===== config.mk =====
export PLATFORM = sky130hd
export DESIGN_NAME = rx_baud_tick_generator
export DESIGN_NICKNAME = d
export VERILOG_FILES = /design/src/rtl/rx_baud_tick_generator_pkg.sv /design/src/rtl/rx_baud_tick_generator.sv
export SDC_FILE = /design/constraint.sdc
export NUM_CORES = 1
export LEC_CHECK = 0
export CAP_MARGIN = 20
export CORE_AREA = 10 10 47 49
export CTS_BUF_LIST = sky130_fd_sc_hd__clkbuf_2
export DETAILED_ROUTE_END_ITERATION = 10
export DIE_AREA = 0 0 57 59
export PLACE_DENSITY_LB_ADDON = 0.12
export SETUP_SLACK_MARGIN = 0.05
export SLEW_MARGIN = 40
export SYNTH_ARGS = -nofsm -noshare
export SYNTH_HDL_FRONTEND = slang
export SYNTH_SLANG_ARGS = --single-unit

===== constraint.sdc =====
create_clock -name clk -period 3.4 [get_ports clk]
set_clock_uncertainty 0.1 [all_clocks]
set_input_delay 0.68 -clock clk [delete_from_list [all_inputs] [get_ports clk]]
set_output_delay 0.68 -clock clk [all_outputs]
set_load 0.05 [all_outputs]

===== src/rtl/rx_baud_tick_generator_pkg.sv =====
// Shared UART rate constants and elaboration-time helpers for the baud tick generators.
// The receiver and transmitter tick users take their default rates from here.
package rx_baud_tick_generator_pkg;

    localparam int unsigned DefaultBaudrate   = 32'd115200;
    localparam int unsigned DefaultFrequency  = 32'd100000000;
    localparam int unsigned DefaultOversample = 32'd16;

    // Round-to-nearest divisor. The math is done in 64 bits so that OVERSAMPLE*baudrate
    // cannot wrap. A zero rate returns 0 so that the caller's range check reports it.
    function automatic longint unsigned calc_div(input longint unsigned freq,
                                                 input longint unsigned rate);
        if (rate == 64'd0) begin
            return 64'd0;
        end
        return (freq + rate / 64'd2) / rate;
    endfunction

    // Counter width for a modulo-v counter. Never narrower than one bit.
    function automatic int unsigned min1_clog2(input longint unsigned v);
        if (v <= 64'd1) begin
            return 1;
        end
        return $clog2(v);
    endfunction

endpackage


===== src/rtl/rx_baud_tick_generator.sv =====
// Free-running OVERSAMPLE x baud sample strobe for the UART receiver.
// Integer mode uses a round-to-nearest divider; fractional mode uses an exact phase accumulator.
module rx_baud_tick_generator
    import rx_baud_tick_generator_pkg::*;
#(
    parameter int unsigned baudrate   = DefaultBaudrate,
    parameter int unsigned frequency  = DefaultFrequency,
    parameter int unsigned OVERSAMPLE = DefaultOversample,
    parameter int unsigned FRACTIONAL = 0
) (
    input  logic clk,
    input  logic reset,
    output logic tick
);

    localparam longint unsigned INC = 64'(OVERSAMPLE) * 64'(baudrate);
    localparam longint unsigned MOD = 64'(frequency);
    localparam longint unsigned DIV = calc_div(MOD, INC);

    if (INC == 64'd0 || INC > MOD) begin : g_bad_rate
        $fatal(1, "rx_baud_tick_generator: OVERSAMPLE*baudrate must lie in (0, frequency]");
    end

    if (FRACTIONAL > 1) begin : g_bad_mode
        $fatal(1, "rx_baud_tick_generator: FRACTIONAL must be 0 or 1");
    end

    if (FRACTIONAL == 0 && DIV < 64'd1) begin : g_bad_div
        $fatal(1, "rx_baud_tick_generator: integer divisor rounds to zero");
    end

    logic tick_d;
    logic tick_q;

    if (FRACTIONAL == 0) begin : g_int
        localparam int unsigned CntW = min1_clog2(DIV);
        localparam logic [CntW-1:0] CntMax = CntW'(DIV - 64'd1);

        logic [CntW-1:0] cnt_q;
        logic [CntW-1:0] cnt_d;

        always_comb begin
            cnt_d  = cnt_q + 1'b1;
            tick_d = 1'b0;
            if (cnt_q == CntMax) begin
                cnt_d  = '0;
                tick_d = 1'b1;
            end
        end

        always_ff @(posedge clk) begin
            if (reset) begin
                cnt_q <= '0;
            end else begin
                cnt_q <= cnt_d;
            end
        end
    end else begin : g_frac
        // One spare bit so that acc+INC (< 2*MOD) never wraps.
        localparam int unsigned AccW = $clog2(MOD) + 1;
        localparam logic [AccW-1:0] IncA = AccW'(INC);
        localparam logic [AccW-1:0] ModA = AccW'(MOD);

        logic [AccW-1:0] acc_q;
        logic [AccW-1:0] acc_d;
        logic [AccW-1:0] acc_sum;

        always_comb begin
            acc_sum = acc_q + IncA;
            acc_d   = acc_sum;
            tick_d  = 1'b0;
            if (acc_sum >= ModA) begin
                acc_d  = acc_sum - ModA;
                tick_d = 1'b1;
            end
        end

        always_ff @(posedge clk) begin
            if (reset) begin
                acc_q <= '0;
            end else begin
                acc_q <= acc_d;
            end
        end
    end

    always_ff @(posedge clk) begin
        if (reset) begin
            tick_q <= 1'b0;
        end else begin
            tick_q <= tick_d;
        end
    end

    assign tick = tick_q;

endmodule


**After elaboration in Yosys (flattened, before gate mapping)**

Index checks and enable logic that the tools add are counted.

- Flip-flop bits (word level): 7
- Output and inout port bits: 1
- Logic and storage cells: 6

- Equal/unequal tests: 1
- Reductions and logical operators: 1
- Add/subtract/negate cells: 1
- Mux-type cells: 1

Operator list:

| kind | count |
|---|---|
| 6-bit by 1-bit adder with 6-bit output (second input constant) | 1 |
| 6-bit equality test (second input constant) | 1 |
| 2-bit OR reduction | 1 |
| 1-bit 2-to-1 mux | 1 |

**Logic depth before layout (Yosys ltp)**

Gate-level depths: netlist of run 1.

- Word-level depth: 2
- Gate-level depth with buffers: 5
- Mapped depth without buffers: 5

**Worst setup path before layout of run 1**

OpenSTA, ideal clock, no wires.

- Kind: register to output
- Start point: register tick_q (netlist: tick)
- End point: output port tick
- Required time: 2.620 ns
- Cell stages (with the launch flop): 1
- Arrival: 0.587 ns
- Setup slack: 2.033 ns
- Buffers on the path: 0
- Cells stage by stage: dfxtp_1

RTL lines:

| what | line | source |
|---|---|---|
| start, declared | rx_baud_tick_generator.sv:33 | `logic tick_q;` |
| start signal, assigned | rx_baud_tick_generator.sv:91 | `tick_q <= tick_d;` |
| end, declared | rx_baud_tick_generator.sv:13 | `output logic tick` |

No word-level cell between the ends.

**Worst setup path after layout of run 1**

- Start point: register tick_q (netlist: tick)
- End point: output port tick

No word-level cell between the ends.

==> metrics, run 1 <==
status=finished, final reports clean; TritonCTS clock tree=built; Seq/Total Area, Yosys=51.6%; period utilisation layout=62.4%; largest net degree at the start of global routing=7; maximum vdd drop=0.000146 V; M3 GR Usage=2.79%; design area=approximately 330 µm²; I/O pins=3; critical path endpoint category=output port; Critical Path Max Stage Delay=0.79 ns; final-report hold violation count=0; DP HPWL=approximately 360 µm; die area=approximately 0.0034 mm²; Die H=between 50 and 60 µm; hold depth=1; RSZ-0062 raised after global routing=no; Critical Path Start Type=register; Syn Nets=32; WP data required=about 2.6 ns; vias in the first global route=approximately 220; Worst Setup Slack, final=1.28 ns; Crit path arrival time=around 1.3 ns; gr ovfl total=0; ant diodes=0; Tightest Pin Transition=between 0.4 and 0.5 ns; PwrDens=a little under 500 mW/mm²; crit path kind=register to output port; Worst slew margin=approximately 67%; hold_sp=g_int.cnt_q[0]; top cells by area, synth=dfxtp_1 52%, ha_1 9.2%, nor2_1 6.9%; DRT Pass-1 Iters=3; slowest CP cell=clkdlybuf4s50_1; top_reg_cell synth=dfxtp_1; Clock Root Buffer=clkbuf_2; post-CTS setup buffers=0; CTS buffer count=3; H-tree depth=1; switching fraction of total power=between 20% and 30%; setup violators final=0; Post-synth ARST share=0%; final core occ=around a quarter; Routed Antenna Nets=0; Synth Instances=28; number of hold buffers added after cts=0; Syn. warnings=0; Period minus WS final=about 2.1 ns; DRT Wirelength=468 µm; IO buf count=2; worst slack, placed=roughly 1.5 ns; Hold Crit Endpoint=g_int.cnt_q[0]; Starting Density=approximately 19%; R2R Setup Slk=roughly 2.0 ns; Tot Pwr=about 0.16 mW; later-pin clock latency in the skew report=0.24 ns; most common cell in the netlist=dfxtp_1; Post-synth top cells=7 x dfxtp_1, 5 x nor2_1, 3 x nand3_1, 2 x ha_1, 2 x xor2_1; M2 GR Usage=approximately 4.8%; CTS Sinks=7; switching power=just over 0.04 mW; TNS Setup=0 ns; WHS=0.387 ns; Mapped Area=about 270 µm²; number of core rows=14; Internal Pwr Total=about 0.12 mW; Clock Tree Buf Depth=2; Max Freq=roughly 470 MHz; crit-path cells=clkdlybuf4s50_1; GR peak layer=met2; Reg2Reg Depth=4; max-cap viol count=0; Pleak=about 0.12 nW; Cells after DPL=46; GP Congestion=0.651; Clk network pwr share=~40%; DRC marker count from the first detailed-route iteration=2; CP bufs+invs=1; cell taking the most area after synthesis=dfxtp_1; Distinct cells, synth=14; reg2reg end=g_int.cnt_q[4]; Seq cells post-synth=7; Mean Syn Cell Area=slightly below 10 µm²; Placed Area=roughly 310 µm²; worst min-delay path category=register to register; final std cells w/o fill=50; Via-to-Cell Ratio=4.22; Post-synth EDFFs=0; CTS clk-pin slew, worst paths=0.07 ns; Comb power frac=under 10%; gr usage total=around 3.4%; part of the power in registers=between 50% and 60%; final net count=39; synthesis-to-finish area growth=22.1%; initial antenna violation count=0; vias=about 210; first-pass GRT wire length=roughly 830 µm; GR Layer Usage met1=under 10%; CTS resizes=0; Max Slew Vio Count=0; R2R Path Start=g_int.cnt_q[0]; core area=0.00140 mm²; Yosys top cell area share=51.6%; Worst path top cell family by delay=buffers and inverters; DR WL/cell=9.36 µm; Die Width=57 µm; drt drc=0; crit path max fanout=1; share of layout cells above drive strength 1=around 15%
cells by family after synthesis:
family / Yosys count / synth area share (%)
and+or+nand+nor: 12 / 20.3
DFF: 7 / 51.6
AOI/OAI and AO/OA: 3 / 7.83
xor gates and xnor gates: 3 / 9.68
adders and majority gates: 2 / 9.22
buffers and inverters: 1 / 1.38
power groups by stage:
stage / sequential [mW] / combinational (mW) / clock (mW)
after floorplan: 0.0897 / 0.00584 / 0
after global placement: 0.0903 / 0.00821 / 0
after detailed placement: 0.0904 / 0.00832 / 0
after CTS: 0.0885 / 0.00846 / 0.0677
after global routing: 0.0891 / 0.00943 / 0.0712
final: 0.0886 / 0.00818 / 0.0641
per-layer routing:
metal / part of all wire [%] / wire length [µm]
met1: 38 / 179
met2: 49 / 230
met3: 7.9 / 37
met4: 4.3 / 20
met5: 0 / 0
final cells by class:
type	instances	area, µm²
Clock buffer	4	20.0
Fill cell	162	1070
Inverter	1	3.75
Multi-Input combinational cell	20	128
Sequential cell	7	140
Tap cell	16	20.0
Timing Repair Buffer	2	20.0
sequential cells by signal, indices dropped and copies added, names as in the netlist:
| register | count |
|---|---|
| g_int.cnt_q | 6 |
| tick | 1 |
worst max-delay path by stage:
stage | startpoint | to | slack (ns) | depth (start not counted)
6_report | tick | tick | 1.28 | 1
5_1_grt | tick | tick | 1.23 | 1
4_1_cts | tick | tick | 1.25 | 1
3_5_place_dp | tick | tick | 1.54 | 1
3_3_place_gp | tick | tick | 1.54 | 1
2_1_floorplan | tick | tick | 2.03 | 0
placed cells by master (no fill, tap or decap), drive strengths merged:
cell and n:
xor2 2, nor2 5, clkdlybuf4s50 2, a21oi 1, nand3 3, inv 1
dfxtp 7, ha 2, nor3 1, clkbuf 4, o21ai 1, o21bai 1
or3 1, xnor2 1, nand2 1, nand4 1
No activity file was read; power rests on OpenSTA's default activity.
==> run 2: changes to the inputs <==
Clock period 3.4 ns to 2 ns, I/O delays scaled along.
==> results of run 2 <==
Same layout as run 1 (identical final DEF). Status: finished, final reports clean.
Among the figures that moved: setup slack after placement 1.54 ns -> 0.416 ns; setup slack after layout 1.28 ns -> 0.159 ns; register-to-register setup slack 1.98 ns -> 0.58 ns; total power 0.161 mW -> 0.274 mW; worst IR drop on VDD 0.000146 V -> 0.000247 V
